### src/rtl/spi_slave.sv
// SPI target core: oversampled SCK/SS_n/MOSI, all four CPOL/CPHA modes,
// MSB-first 8-bit frames, 4-entry TX and RX FIFOs toward the local host,
// and an interrupt after icnt_i+1 completed bytes.
//
// Host FIFO handshake: tx_we_i/rx_re_i are single-cycle strobes qualified by
// tx_full_o/rx_empty_o; a push on full or a pop on empty is dropped (push on
// full still lands when a pop frees a slot in the same cycle).
module spi_slave (
    input  logic       clk_i,
    input  logic       rst_i,
    input  logic       spe_i,
    input  logic       cpol_i,
    input  logic       cpha_i,
    input  logic [1:0] icnt_i,
    input  logic       sck_i,
    input  logic       ss_n_i,
    input  logic       mosi_i,
    output logic       miso_o,
    output logic       miso_oe_o,
    input  logic [7:0] tx_dat_i,
    input  logic       tx_we_i,
    output logic       tx_full_o,
    output logic [7:0] rx_dat_o,
    input  logic       rx_re_i,
    output logic       rx_empty_o,
    input  logic       clr_i,
    output logic       irq_o,
    output logic       rx_ovf_o,
    output logic       tx_udr_o,
    output logic       wcol_o,
    output logic [1:0] state_o,
    output logic [2:0] bcnt_o
);

    localparam logic [1:0] S_IDLE  = 2'd0;
    localparam logic [1:0] S_LOAD  = 2'd1;
    localparam logic [1:0] S_SHIFT = 2'd2;

    logic [1:0] state;
    logic [2:0] bcnt;
    logic [7:0] treg, rreg;
    logic       cpol_r, cpha_r, skip;
    logic       sck_s1, sck_s2, sck_s3, ss_s1, ss_s2, ss_s3, mosi_s1, mosi_s2;
    logic [1:0] tcnt;
    logic       tcnt_vld;

    logic [7:0] tx_mem [4];
    logic [7:0] rx_mem [4];
    logic [1:0] tx_wr, tx_rd, rx_wr, rx_rd;
    logic [2:0] tx_cnt, rx_cnt;

    // Pin synchronizers plus one extra stage on sck/ss_n for edge detection
    always_ff @(posedge clk_i or negedge rst_i) begin
        if (!rst_i) begin
            {sck_s1, sck_s2, sck_s3} <= 3'b000;
            {ss_s1, ss_s2, ss_s3}    <= 3'b111;
            {mosi_s1, mosi_s2}       <= 2'b00;
        end else begin
            {sck_s1, sck_s2, sck_s3} <= {sck_i, sck_s1, sck_s2};
            {ss_s1, ss_s2, ss_s3}    <= {ss_n_i, ss_s1, ss_s2};
            {mosi_s1, mosi_s2}       <= {mosi_i, mosi_s1};
        end
    end

    logic       sck_edge, lead_e, trail_e, sample_e, shift_e;
    logic       ss_fall, ss_rise, byte_done;
    logic       tx_pop, tx_have, tx_push_ok, tx_pop_ok;
    logic       rx_pop_ok, rx_push_ok;
    logic [7:0] tx_next, rx_byte;
    logic [1:0] tcnt_eff;

    // Leading edge moves sck away from its idle level; CPHA picks which edge samples
    assign sck_edge  = sck_s2 ^ sck_s3;
    assign lead_e    = sck_edge & (sck_s2 ^ cpol_r);
    assign trail_e   = sck_edge & ~(sck_s2 ^ cpol_r);
    assign ss_fall   = ~ss_s2 & ss_s3;
    assign ss_rise   = ss_s2 & ~ss_s3;
    assign sample_e  = (state == S_SHIFT) & ~ss_rise & (cpha_r ? trail_e : lead_e);
    assign shift_e   = (state == S_SHIFT) & ~ss_rise & (cpha_r ? lead_e : trail_e);
    assign byte_done = sample_e & (bcnt == 3'd0);
    assign rx_byte   = {rreg[6:0], mosi_s2};

    // The shift register is refilled at select and at every byte completion
    assign tx_pop     = ((state == S_LOAD) & ~ss_rise) | byte_done;
    assign tx_have    = (tx_cnt != 3'd0);
    assign tx_next    = tx_have ? tx_mem[tx_rd] : 8'h00;
    assign tx_pop_ok  = tx_pop & tx_have;
    assign tx_push_ok = tx_we_i & ((tx_cnt != 3'd4) | tx_pop_ok);
    assign rx_pop_ok  = rx_re_i & (rx_cnt != 3'd0);
    assign rx_push_ok = byte_done & ((rx_cnt != 3'd4) | rx_pop_ok);
    // Until the first completion after reset/disable, the count tracks icnt_i
    assign tcnt_eff   = tcnt_vld ? tcnt : icnt_i;

    assign miso_oe_o  = (state != S_IDLE);
    assign tx_full_o  = (tx_cnt == 3'd4);
    assign rx_empty_o = (rx_cnt == 3'd0);
    assign rx_dat_o   = rx_empty_o ? 8'h00 : rx_mem[rx_rd];
    assign state_o    = state;
    assign bcnt_o     = bcnt;

    // Transfer FSM: select, load, then sample/shift on the mode-selected edges
    always_ff @(posedge clk_i or negedge rst_i) begin
        if (!rst_i) begin
            state  <= S_IDLE;
            bcnt   <= 3'd7;
            treg   <= 8'h00;
            rreg   <= 8'h00;
            miso_o <= 1'b0;
            cpol_r <= 1'b0;
            cpha_r <= 1'b0;
            skip   <= 1'b0;
        end else if (!spe_i) begin
            state  <= S_IDLE;
            bcnt   <= 3'd7;
            miso_o <= 1'b0;
            skip   <= 1'b0;
        end else begin
            case (state)
                S_LOAD: begin
                    if (ss_rise) begin
                        state  <= S_IDLE;
                        miso_o <= 1'b0;
                    end else begin
                        treg   <= tx_next;
                        miso_o <= tx_next[7];
                        skip   <= cpha_r;
                        state  <= S_SHIFT;
                    end
                end
                S_SHIFT: begin
                    if (ss_rise) begin
                        state  <= S_IDLE;
                        bcnt   <= 3'd7;
                        miso_o <= 1'b0;
                    end else if (sample_e) begin
                        rreg <= rx_byte;
                        bcnt <= bcnt - 3'd1;
                        if (bcnt == 3'd0) begin
                            // Next byte's MSB goes out now; its first shift point is skipped
                            treg   <= tx_next;
                            miso_o <= tx_next[7];
                            skip   <= 1'b1;
                        end
                    end else if (shift_e) begin
                        if (skip) begin
                            skip <= 1'b0;
                        end else begin
                            treg   <= {treg[6:0], 1'b0};
                            miso_o <= treg[6];
                        end
                    end
                end
                default: begin
                    bcnt <= 3'd7;
                    if (ss_fall) begin
                        state  <= S_LOAD;
                        cpol_r <= cpol_i;
                        cpha_r <= cpha_i;
                    end
                end
            endcase
        end
    end

    // FIFO storage; contents are don't-care outside the valid window
    always_ff @(posedge clk_i) begin
        if (tx_push_ok) tx_mem[tx_wr] <= tx_dat_i;
        if (rx_push_ok) rx_mem[rx_wr] <= rx_byte;
    end

    // FIFO pointers and occupancy counts
    always_ff @(posedge clk_i or negedge rst_i) begin
        if (!rst_i) begin
            {tx_wr, tx_rd, rx_wr, rx_rd} <= 8'h00;
            tx_cnt <= 3'd0;
            rx_cnt <= 3'd0;
        end else if (!spe_i) begin
            {tx_wr, tx_rd, rx_wr, rx_rd} <= 8'h00;
            tx_cnt <= 3'd0;
            rx_cnt <= 3'd0;
        end else begin
            if (tx_push_ok) tx_wr <= tx_wr + 2'd1;
            if (tx_pop_ok)  tx_rd <= tx_rd + 2'd1;
            if (rx_push_ok) rx_wr <= rx_wr + 2'd1;
            if (rx_pop_ok)  rx_rd <= rx_rd + 2'd1;
            tx_cnt <= tx_cnt + {2'b00, tx_push_ok} - {2'b00, tx_pop_ok};
            rx_cnt <= rx_cnt + {2'b00, rx_push_ok} - {2'b00, rx_pop_ok};
        end
    end

    // Interrupt count and sticky status; a set event beats clr_i
    always_ff @(posedge clk_i or negedge rst_i) begin
        if (!rst_i) begin
            tcnt     <= 2'd0;
            tcnt_vld <= 1'b0;
            {irq_o, rx_ovf_o, tx_udr_o, wcol_o} <= 4'b0000;
        end else if (!spe_i) begin
            tcnt     <= 2'd0;
            tcnt_vld <= 1'b0;
            {irq_o, rx_ovf_o, tx_udr_o, wcol_o} <= 4'b0000;
        end else begin
            if (byte_done) begin
                tcnt_vld <= 1'b1;
                tcnt     <= (tcnt_eff == 2'd0) ? icnt_i : tcnt_eff - 2'd1;
            end
            if (byte_done && tcnt_eff == 2'd0) irq_o <= 1'b1;
            else if (clr_i)                    irq_o <= 1'b0;
            if (byte_done && !rx_push_ok)      rx_ovf_o <= 1'b1;
            else if (clr_i)                    rx_ovf_o <= 1'b0;
            if (tx_pop && !tx_have)            tx_udr_o <= 1'b1;
            else if (clr_i)                    tx_udr_o <= 1'b0;
            if (tx_we_i && !tx_push_ok)        wcol_o <= 1'b1;
            else if (clr_i)                    wcol_o <= 1'b0;
        end
    end

endmodule

### config.mk
export PLATFORM = sky130hd
export DESIGN_NAME = spi_slave
export DESIGN_NICKNAME = d
export VERILOG_FILES = /design/src/rtl/spi_slave.sv
export SDC_FILE = /design/constraint.sdc
export NUM_CORES = 1
export LEC_CHECK = 0
export BUFFER_PORTS_ARGS = -buffer_cell sky130_fd_sc_hd__buf_2
export CAP_MARGIN = 25
export CORE_MARGIN = 2
export CORE_UTILIZATION = 55
export CTS_BUF_LIST = sky130_fd_sc_hd__clkbuf_8
export CTS_CLUSTER_DIAMETER = 30
export DETAILED_ROUTE_END_ITERATION = 16
export MAX_ROUTING_LAYER = met4
export PLACE_DENSITY = 0.74
export SYNTH_ARGS = -nofsm -noshare
export SYNTH_HDL_FRONTEND = slang
export SYNTH_SLANG_ARGS = --single-unit
### constraint.sdc
create_clock -name clk_i -period 3.9 [get_ports clk_i]
set_input_delay 0.39 -clock clk_i [delete_from_list [all_inputs] [get_ports clk_i]]
set_output_delay 0.39 -clock clk_i [all_outputs]
set_load 0.05 [all_outputs]
==> results.rst, run 1 <==
.. list-table::
   :header-rows: 1

   * - Metric
     - Value
   * - Run status
     - finished clean
   * - Unique cell type count in the Yosys netlist
     - about 50
   * - Chip Height
     - 102 um
   * - Number of CTS-inserted buffers
     - 17
   * - Start point of the worst hold path
     - ss_n_i
   * - Cell with the biggest individual delay on the critical path
     - nor4bb_1
   * - Starting utilization of the core area
     - 56.7%
   * - Minimum setup slack among reg-to-reg paths
     - 850 ps
   * - Commonest non-fill, non-tap cell in the layout
     - edfxtp_1
   * - Pin count of the biggest net entering global routing
     - 34
   * - Count of H-tree levels built during CTS
     - 4
   * - Number of maximum-capacitance constraint violations
     - 0
   * - Most used cell along the critical path
     - inv_1
   * - Detailed-router iteration count before antenna repair
     - 4
   * - Worst-margin pin slew
     - 774 ps
   * - Summed instance area of the synthesized netlist
     - around 5200 sq um
   * - Wirelength per Cell
     - 16.5 um
   * - Number of buffers added on ports
     - between 40 and 50
   * - Number of antenna violations at the first check in global routing
     - 0
   * - Critical Path Fanout Max
     - 6
   * - Post-layout minimum cycle time
     - 3050 ps
   * - Setup violation total in the final timing report
     - 0
   * - Cell types occupying the most area after synthesis
     - edfxtp_1, dfrtp_1, mux4_2
   * - Reg2Reg Launch Point
     - bcnt_o[0]
   * - Capture point of the critical path
     - tx_cnt[2]
   * - F_max
     - 328 MHz
   * - Remaining global-route overflow
     - 0
   * - Area share of the largest cell type after synthesis
     - 36.7%
   * - Layout Area Growth over Synthesis
     - 15.0%
   * - Placeable core region
     - 9240 sq um
   * - Clock Skews
     - 11.2 ps
   * - Total net switching power
     - 1080 uW
   * - Worst max-slew margin expressed relative to the limit
     - between 40% and 50%
   * - Ratio of total power to cell area
     - 594 nW/um^2
   * - Critical path required time
     - 4220 ps
   * - Max IR drop VDD
     - between 0.3 and 0.4 mV
   * - Layout cells sized above 1
     - around 29%
   * - Clock Sinks
     - 116
   * - Clock transition at path regs
     - 70 ps
   * - CTS-repair resized insts
     - 0
   * - Comb power frac
     - 22.8%
   * - Sum Neg Setup Slack
     - 0 ps
   * - Type of destination of the critical path
     - flop
   * - Power share of the clock group
     - between 30% and 40%
   * - Count of yosys warnings during synthesis
     - 0
   * - Critical path arrival
     - around 3400 ps
   * - Global router's overall resource usage
     - 20.4%
   * - Number of vias after detailed routing
     - 2983
   * - Number of top-level pins
     - 42
   * - Buffer depth of the longest clock path
     - 2
   * - Post-synthesis area per instance
     - 14.7 sq um
   * - Floorplan die area
     - roughly 10000 sq um
   * - Count of hold buffers inserted by post-cts repair
     - 1
   * - Wire length of the first global-routing pass
     - approximately 15 mm
   * - Clock tree from TritonCTS
     - done
   * - Leakage power summed over all cells
     - 0.00241 uW
   * - Critical path cell sequence
     - inv_1, ha_1, nor4bb_1, mux2i_4, o21ai_2, inv_1, ha_1, inv_1, ha_1, inv_1, fa_1, xnor2_1, and2_1
   * - Chip width
     - 102 um
   * - Fillcell total
     - 664
   * - Sequential cell area fraction in the yosys report
     - 61.7%
   * - Final antenna diode count
     - 0
   * - Final GP Congestion
     - 0.795
   * - Site Rows
     - 35
   * - Number of global-route vias before repair
     - 2989
   * - Cell count after synthesis
     - 356
   * - Fraction of registers with async set/reset
     - 44.8%
   * - Worst Hold Class
     - in -> reg
   * - Post-CTS setup buffers
     - 0
   * - Half-perimeter wire length after detailed placement
     - around 6.0 mm
   * - Internal power contribution
     - approximately 2500 uW
   * - Element type at the critical path start
     - flop
   * - Flops & latches, synth
     - between 100 and 150
   * - Iter 0 DRT Violations
     - between 100 and 150
   * - Unrepaired setup endpoints after global routing
     - false
   * - Vias per inst
     - 5.45
   * - Longest individual stage delay on the worst path
     - 490 ps
   * - Number of hold violations in the final report
     - 0
   * - Highest-count cells in the layout ignoring fill and taps
     - edfxtp_1, dfrtp_1, buf_2
   * - Switching share of power
     - 30.1%
   * - Crit path kind
     - reg -> reg
   * - Most used flip-flop cell after synthesis
     - edfxtp_1
   * - Routed wire length
     - 9.05 mm
   * - Number of pins with negative max-slew slack in the final report
     - 0
   * - Clock latency reported for the late side of the worst-skew pair
     - 430 ps
   * - Worst hold-check slack
     - 53.1 ps
   * - Proportion of power drawn by flip-flops and latches
     - 42.7%
   * - Residual antenna-violating net count after detailed routing
     - 0
   * - Leading area contributor after synthesis
     - edfxtp_1
   * - FF-to-FF End
     - tx_cnt[2]
   * - Final critical-path share of the clock period
     - about four fifths
   * - Final routed DRC violation total
     - 0
   * - Worst reg-to-reg path cell count
     - 13
   * - Number of nets produced by synthesis
     - 396
   * - Number of nets in the layout
     - 446
   * - Launching instance or port of the critical path
     - bcnt_o[0]
   * - Cell at the root of the clock tree
     - clkbuf_8
   * - EDFF count, synth
     - 64
how the worst min path moves through the flow:
| stage | endpoint | slack [ps] | cells past startpoint |
|---|---|---|---|
| floorplan | cpha_r | 90 | 0 |
| global placement | mosi_s2 | 330 | 0 |
| detailed placement | sck_s2 | 340 | 0 |
| CTS | ss_s1 | 30 | 1 |
| global route | ss_s1 | 20 | 1 |
| finish | ss_s1 | 50 | 1 |
cells in the mapped netlist, types with 2 or more instances:
cell and instances:
edfxtp_1 64, dfrtp_1 46, and2_1 19, inv_1 19
nor2b_1 18, ha_1 17, nand2_1 17, mux4_2 16
clkbuf_1 11, mux2_2 11, nor2_1 10, o21ai_0 10
o211ai_1 8, xnor2_1 8, mux2_4 7, dfstp_2 6
nand2b_1 6, mux2i_1 5, a21oi_1 4, nand3_1 4
o21a_1 4, a21boi_0 3, a31oi_1 3, a32o_1 3
and3_1 3, buf_2 3, o22ai_1 3, fa_1 2
nor3b_1 2, nor4bb_1 2, o21ai_2 2, o22a_1 2
o32ai_1 2
worst max-delay path: cells and delay by family (launching register included):
kind            cells  cell delay, ps
compound gates      1             300
buf+inv             4             300
mux                 1             210
fa+ha+maj           4             990
xor+xnor            1             130
simple gates        2             640
flops               1             390
cells by family (layout without fill, tap and decap cells):
family / count (synthesis) / count (layout) / share of synthesized area (%)
adders and majority gates: 19 / 19 / 4.83
and+or+nand+nor: 86 / 86 / 9.30
xor gates and xnor gates: 10 / 10 / 1.82
muxes: 40 / 40 / 12.6
DFF: 116 / 116 / 61.7
buffers and inverters: 34 / 96 / 2.65
AOI/OAI and AO/OA: 51 / 51 / 7.05
power by group through the flow:
stage / clock, uW / combinational, uW / sequential [uW]
final: 1230 / 814 / 1530
after global routing: 1310 / 894 / 1550
after CTS: 1260 / 826 / 1530
after detailed placement: 0 / 823 / 1550
after global placement: 0 / 807 / 1550
after floorplan: 0 / 660 / 1510
flip-flops by register name, indices dropped and copies added (netlist names), 3 cells and up:
name and count:
rx_mem 32, tx_mem 32, rreg 7, treg 7
bcnt_o 3, rx_cnt 3, tx_cnt 3
layout make-up:
type	count	area [sq um]	share of cell area (%)
clock buffers	17	234	3.89
clock inverters	14	210	3.49
inverters	19	71.3	1.19
multi-input cells	206	1870	31.0
flip-flops and latches	116	3230	53.7
well taps	129	161	2.68
repair buffers	46	245	4.07
routing by layer:
layer  track usage (%)  wire [um]
met1              28.0       4430
met2              29.0       4150
met3              6.63        374
met4              6.76        102
met5                 -          0
stage by stage:
stage | utilization [%] | setup slack [ps] | area [sq um] | power [uW] | std cells
floorplan | - | 423 | 5240 | 2170 | 356
global placement | 60.2 | 988 | 5560 | 2350 | 515
detailed placement | 60.2 | 837 | 5560 | 2370 | 515
CTS | 65.1 | 843 | 6020 | 3610 | 547
global route | 65.1 | 572 | 6020 | 3750 | 547
finish | 65.1 | 850 | 6020 | 3570 | 547
Note: power is estimated with default switching activity, not from simulation.
==> inputs of run 2 (changes only) <==
clock period = 3.02 ns   (was 3.9 ns; I/O delays follow)
==> results.rst, run 2 (same netlist as run 1, synthesis figures left out) <==
.. list-table::
   :header-rows: 1

   * - Metric
     - Value
   * - Highest-count cells in the layout ignoring fill and taps
     - edfxtp_1, dfrtp_1, buf_2
   * - Number of antenna violations at the first check in global routing
     - 0 (unchanged)
   * - Number of hold violations in the final report
     - 0 (unchanged)
   * - Element type at the critical path start
     - flop
   * - Buf+Inv Stages, Crit Path
     - 4 (unchanged)
   * - Critical path required time
     - 3330 ps (-890 ps)
   * - Crit path kind
     - reg -> reg
   * - Critical Path Fanout Max
     - 6 (unchanged)
   * - Proportion of power drawn by flip-flops and latches
     - 44.0% (+1.3 points)
   * - Fillcell total
     - 666 (+0.30%)
   * - Count of H-tree levels built during CTS
     - 4 (unchanged)
   * - Comb power frac
     - 24.0% (+1.2 points)
   * - Biggest regs
     - rx_mem x32, tx_mem x32
   * - Reg2Reg Launch Point
     - bcnt_o[0]
   * - Clock Sinks
     - 116 (unchanged)
   * - Clock latency reported for the late side of the worst-skew pair
     - 410 ps (-20 ps)
   * - Floorplan die area
     - 10300 sq um (unchanged)
   * - Chip Height
     - 102 um (unchanged)
   * - Number of maximum-capacitance constraint violations
     - 0 (unchanged)
   * - FF-to-FF End
     - tx_cnt[2]
   * - Count of non-filler cells in the finished layout
     - 558 (+2.0%)
   * - Worst hold stages
     - 1 (unchanged)
   * - Global router's overall resource usage
     - 20.2% (-0.17 points)
   * - Remaining global-route overflow
     - 0 (unchanged)
   * - Final antenna diode count
     - 0 (unchanged)
   * - Final design utilization
     - 65.8% (+0.70 points)
   * - Number of global-route vias before repair
     - 3093 (+3.5%)
   * - Final routed DRC violation total
     - 0 (unchanged)
   * - Clock transition at path regs
     - 80 ps (about the same)
   * - Cell with the biggest individual delay on the critical path
     - dfstp_2
   * - Vias per inst
     - 5.36 (-1.8%)
   * - Clock Skews
     - 8.47 ps (-2.69 ps)
   * - Setup violation total in the final timing report
     - 0 (unchanged)
   * - Switching share of power
     - 32.5% (+2.4 points)
   * - Minimum setup slack among reg-to-reg paths
     - 230 ps (-620 ps)
   * - Residual antenna-violating net count after detailed routing
     - 0 (unchanged)
   * - Number of CTS-inserted buffers
     - 17 (unchanged)
   * - Worst max-slew margin expressed relative to the limit
     - 59.9% (+12 points)
   * - Run status
     - finished clean
   * - Sum Neg Setup Slack
     - 0 ps (unchanged)
   * - Number of nets in the layout
     - 456 (+2.2%)
   * - Placeable core region
     - 9240 sq um (unchanged)
   * - Worst reg-to-reg path cell count
     - 13 (unchanged)
   * - Commonest non-fill, non-tap cell in the layout
     - edfxtp_1
   * - Worst Hold Class
     - in -> reg
   * - Clock tree from TritonCTS
     - done
   * - Critical path arrival
     - 3100 ps (-270 ps)
   * - Total net switching power
     - 1460 uW (+36%)
   * - Detailed-router iteration count before antenna repair
     - 4 (unchanged)
   * - Internal power contribution
     - 3030 uW (+21%)
   * - Crit path max-delay family
     - adder cells
   * - Post-layout minimum cycle time
     - 2790 ps (-261 ps)
   * - F_max
     - 359 MHz (+9.4%)
   * - Cell at the root of the clock tree
     - clkbuf_8
   * - Number of top-level pins
     - 42 (unchanged)
   * - Wire length of the first global-routing pass
     - 15.3 mm (+1.2%)
   * - Ratio of total power to cell area
     - 739 nW/um^2 (+24%)
   * - Final critical-path share of the clock period
     - 92.3% (+14 points)
   * - Most used cell along the critical path
     - inv_1
   * - Chip width
     - 102 um (unchanged)
   * - Worst-margin pin slew
     - 602 ps (-172 ps)
   * - Half-perimeter wire length after detailed placement
     - 6.21 mm (+3.3%)
   * - Start point of the worst hold path
     - tx_dat_i[0]
   * - Unrepaired setup endpoints after global routing
     - false
   * - Routed wire length
     - 9.11 mm (+0.72%)
   * - Starting utilization of the core area
     - 56.7% (unchanged)
   * - Iter 0 DRT Violations
     - 127 (-0.78%)
   * - Type of destination of the critical path
     - flop
   * - Power share of the clock group
     - 32.0% (-2.5 points)
   * - Pin count of the biggest net entering global routing
     - 30 (-12%)
   * - Number of pins with negative max-slew slack in the final report
     - 0 (unchanged)
   * - Min-Delay Endpoint
     - tx_mem[3][0]
   * - Wirelength per Cell
     - 16.3 um (-1.3%)
   * - Max IR drop VDD
     - 0.446 mV (+22%)
   * - Leakage power summed over all cells
     - 0.00245 uW (+1.5%)
   * - Layout Area Growth over Synthesis
     - 16.2%
   * - Longest individual stage delay on the worst path
     - 550 ps (+60 ps)
   * - Post-CTS setup buffers
     - 0 (unchanged)
   * - Number of placed instances, taps included
     - 522 (+1.4%)
   * - Number of buffers added on ports
     - 41 (unchanged)
   * - Layout cells sized above 1
     - 31.0% (+2.3 points)
   * - Final GP Congestion
     - 0.788 (-0.91%)
   * - Critical path cell sequence
     - inv_1, ha_1, nor4bb_2, mux2i_4, o21ai_2, inv_1, ha_1, inv_1, ha_1, inv_1, fa_1, xnor2_1, and2_1
   * - Number of vias after detailed routing
     - 2989 (+0.20%)
   * - Site Rows
     - 35 (unchanged)
   * - Buffer depth of the longest clock path
     - 2 (unchanged)
## run 2: worst max-delay path by stage
stage | startpoint | endpoint | cells past startpoint
floorplan | state_o[0] | rx_cnt[2] | 13
global placement | bcnt_o[0] | rx_cnt[2] | 13
detailed placement | bcnt_o[0] | tx_cnt[2] | 13
CTS | bcnt_o[0] | tx_cnt[2] | 13
global route | bcnt_o[1] | rx_cnt[2] | 13
finish | bcnt_o[0] | tx_cnt[2] | 13
## run 2: cell type report
class	instances	area (sq um)	share of cell area (%)
sequential	116	3230	53.1
inverter	19	71.3	1.17
timing repair buffer	56	328	5.39
clock inverter	15	170	2.80
clock buffer	17	234	3.85
multi-input combinational	206	1890	31.0
tap	129	161	2.65
## run 2: layer usage
metal | global-route usage [%] | up-vias | wire [um]
met5 | - | - | 0
met4 | 5.30 | 0 | 64
met3 | 5.73 | 4 | 273
met2 | 31.5 | 50 | 4640
met1 | 26.5 | 1504 | 4140
li1 | - | 1431 | -
## run 2: power groups by stage
stage | Combinational, uW | Sequential (uW) | Clock (uW)
after floorplan | 856 | 1950 | 0
after global placement | 1060 | 2000 | 0
after detailed placement | 1080 | 2010 | 0
after CTS | 1090 | 1980 | 1470
after global routing | 1180 | 2000 | 1540
final | 1080 | 1980 | 1440
## run 2: worst register-to-register path, stage by stage, from the launching register on
cell and delay (ps):
dfstp_2 550, inv_1 60, ha_1 220, nor4bb_2 190, mux2i_4 320, o21ai_2 120
inv_1 100, ha_1 230, inv_1 60, ha_1 130, inv_1 40, fa_1 370
xnor2_1 140, and2_1 160
## run 2: through the flow
step / hold slack (ps) / worst slack (ps) / power, uW / instance area [sq um]
2_1_floorplan: 6.41 / 83.7 / 2810 / 5250
3_3_place_gp: 303 / 227 / 3070 / 5630
3_5_place_dp: 311 / 144 / 3090 / 5630
4_1_cts: 78.2 / 129 / 4540 / 6070
5_1_grt: 88.6 / 68.8 / 4720 / 6080
6_report: 97.7 / 231 / 4490 / 6080
## run 2: what timing repair did
action	4_1_cts	5_1_grt
endpoints found under the setup margin	0	2
hold buffers	4	0
hold endpoints to repair	23	0
gates resized for setup	0	2
==> inputs of run 3 (changes only) <==
CORE_UTILIZATION = 38   (was 55)
PLACE_DENSITY = unset   (was 0.74)
==> results.rst, run 3 (same netlist as run 1, synthesis figures left out) <==
.. list-table::
   :header-rows: 1

   * - Metric
     - Value
   * - Unrepaired setup endpoints after global routing
     - false
   * - Biggest regs
     - rx_mem x32, tx_mem x32
   * - Detailed-router iteration count before antenna repair
     - 4 (unchanged)
   * - Global router's overall resource usage
     - 14.6% (-5.6 points)
   * - FF-to-FF End
     - tx_cnt[2]
   * - Number of nets in the layout
     - 457 (+0.22%)
   * - Routed wire length
     - 9.33 mm (+2.3%)
   * - Buffer depth of the longest clock path
     - 2 (unchanged)
   * - Layout cells sized above 1
     - 31.4% (+0.39 points)
   * - Clock Sinks
     - 116 (unchanged)
   * - Most used cell along the critical path
     - inv_1
   * - Number of pins with negative max-slew slack in the final report
     - 0 (unchanged)
   * - Fillcell total
     - 1213 (+82%)
   * - Final instance area
     - 6100 sq um (+0.29%)
   * - FF/Latch Area
     - 3230 sq um (unchanged)
   * - Clock transition at path regs
     - 80 ps (about the same)
   * - Half-perimeter wire length after detailed placement
     - 6.52 mm (+5.1%)
   * - Count of non-filler cells in the finished layout
     - 606 (+8.6%)
   * - Pin count of the biggest net entering global routing
     - 29 (-3.3%)
   * - Number of global-route vias before repair
     - 3043 (-1.6%)
   * - Critical path required time
     - 3360 ps (+30 ps)
   * - Final critical-path share of the clock period
     - 92.2% (-0.18 points)
   * - Multi-input gate area
     - 1890 sq um (unchanged)
   * - Wirelength per Cell
     - 15.4 um (-5.8%)
   * - Launching instance or port of the critical path
     - bcnt_o[0]
   * - Final routed DRC violation total
     - 0 (unchanged)
   * - Chip Height
     - 121 um (+20%)
   * - Number of top-level pins
     - 42 (unchanged)
   * - Capture point of the critical path
     - tx_cnt[2]
   * - Iter 0 DRT Violations
     - 136 (+7.1%)
   * - Worst reg-to-reg path cell count
     - 13 (unchanged)
   * - Wire length of the first global-routing pass
     - 15.5 mm (+1.3%)
   * - Minimum setup slack among reg-to-reg paths
     - 240 ps (about the same)
   * - Number of placed instances, taps included
     - 570 (+9.2%)
   * - Setup violation total in the final timing report
     - 0 (unchanged)
   * - Leakage power summed over all cells
     - 0.00243 uW (-0.75%)
   * - Critical Path Fanout Max
     - 6 (unchanged)
   * - Clock latency reported for the late side of the worst-skew pair
     - 450 ps (+40 ps)
   * - Floorplan die area
     - 14700 sq um (+43%)
   * - Critical path cell sequence
     - inv_1, ha_1, nor4bb_2, mux2i_4, o21ai_2, inv_1, ha_1, inv_1, ha_1, inv_1, fa_1, xnor2_1, and2_1
   * - Crit path max-delay family
     - adder cells
   * - Site Rows
     - 42 (+20%)
   * - Clock Skews
     - 11.8 ps (+3.29 ps)
   * - Critical path arrival
     - 3120 ps (+20 ps)
   * - Element type at the critical path start
     - flop
   * - Number of hold violations in the final report
     - 0 (unchanged)
   * - Number of antenna violations at the first check in global routing
     - 0 (unchanged)
   * - Final GP Congestion
     - 0.794 (+0.79%)
   * - Placeable core region
     - 13300 sq um (+44%)
   * - Buf+Inv Stages, Crit Path
     - 4 (unchanged)
   * - Vias per inst
     - 5.00 (-6.6%)
   * - Post-CTS setup buffers
     - 0 (unchanged)
   * - Ratio of total power to cell area
     - 709 nW/um^2 (-4.1%)
   * - WP depth
     - 13 (unchanged)
   * - Longest individual stage delay on the worst path
     - 390 ps (-160 ps)
   * - Reg2Reg Launch Point
     - bcnt_o[0]
   * - Type of destination of the critical path
     - flop
   * - F_max
     - 359 MHz (+0.19%)
   * - Post-layout minimum cycle time
     - 2780 ps (-5.34 ps)
   * - Sum Neg Setup Slack
     - 0 ps (unchanged)
   * - Number of maximum-capacitance constraint violations
     - 0 (unchanged)
   * - Worst Hold Class
     - in -> reg
   * - Cell with the biggest individual delay on the critical path
     - dfstp_2
   * - Residual antenna-violating net count after detailed routing
     - 0 (unchanged)
   * - Commonest non-fill, non-tap cell in the layout
     - edfxtp_1
   * - Run status
     - finished clean
   * - Worst hold stages
     - 1 (unchanged)
   * - Final design utilization
     - 45.7% (-20 points)
   * - Starting utilization of the core area
     - 39.2% (-17 points)
   * - Number of vias after detailed routing
     - 3033 (+1.5%)
   * - Number of CTS-inserted buffers
     - 17 (unchanged)
   * - Count of H-tree levels built during CTS
     - 4 (unchanged)
   * - Max IR drop VDD
     - 0.424 mV (-4.8%)
   * - Clock tree from TritonCTS
     - done
   * - Worst max-slew margin expressed relative to the limit
     - 57.9% (-2.0 points)
   * - Number of buffers added on ports
     - 41 (unchanged)
   * - Cell at the root of the clock tree
     - clkbuf_8
   * - Highest-count cells in the layout ignoring fill and taps
     - edfxtp_1, dfrtp_1, buf_2
   * - Crit path kind
     - reg -> reg
   * - Layout Area Growth over Synthesis
     - 16.5%
   * - Chip width
     - 121 um (+20%)
   * - Remaining global-route overflow
     - 0 (unchanged)
   * - Area after DPL
     - 5690 sq um (+1.2%)
   * - Final antenna diode count
     - 0 (unchanged)
   * - Worst-margin pin slew
     - 632 ps (+30.1 ps)
==> run 3: stage by stage <==
step	total power [uW]	setup slack (ps)	hold slack [ps]
2_1_floorplan	2810	83.7	6.41
3_3_place_gp	3080	218	275
3_5_place_dp	3110	135	277
4_1_cts	4390	106	41.1
5_1_grt	4570	37.0	48.3
6_report	4320	236	70.7
==> run 3: how the worst min path moves through the flow <==
| stage | to | slack [ps] | from |
|---|---|---|---|
| 6_report | tx_mem[3][3] | 70 | tx_dat_i[3] |
| 3_3_place_gp | tx_rd[1] | 270 | rst_i |
| 5_1_grt | tx_mem[3][6] | 50 | tx_dat_i[6] |
| 3_5_place_dp | tx_cnt[0] | 280 | rst_i |
| 2_1_floorplan | cpha_r | 6 | rst_i |
| 4_1_cts | tx_mem[3][7] | 40 | tx_dat_i[7] |
==> run 3: what timing repair did <==
item / 4_1_cts / 5_1_grt
hold buffers: 4 / 0
setup endpoints to repair: 0 / 2
endpoints found under the hold margin: 20 / 0
resized for setup: 0 / 2
==> run 3: area by class of cell <==
| cell class | count | area share, % |
|---|---|---|
| Clock inverter | 15 | 1.99 |
| Timing Repair Buffer | 57 | 5.50 |
| Multi-Input combinational cell | 206 | 30.9 |
| Clock buffer | 17 | 3.84 |
| Tap cell | 176 | 3.61 |
| Sequential cell | 116 | 53.0 |
| Inverter | 19 | 1.17 |
==> run 3: power breakdown <==
part	internal, uW	switching, uW	total [uW]	leakage (uW)
combinational	445	639	1080	0.000989
sequential	1830	148	1980	0.00127
clock	581	678	1260	0.000172
total	2860	1460	4320	0.00243
==> run 3: per-layer routing <==
layer  routed length (um)  up-vias  global-route usage, %
met4                  224        0                   6.82
li1                     -     1432                      -
met5                    0        -                      -
met3                  358       21                   4.79
met1                 4180     1518                   17.8
met2                 4560       62                   22.2
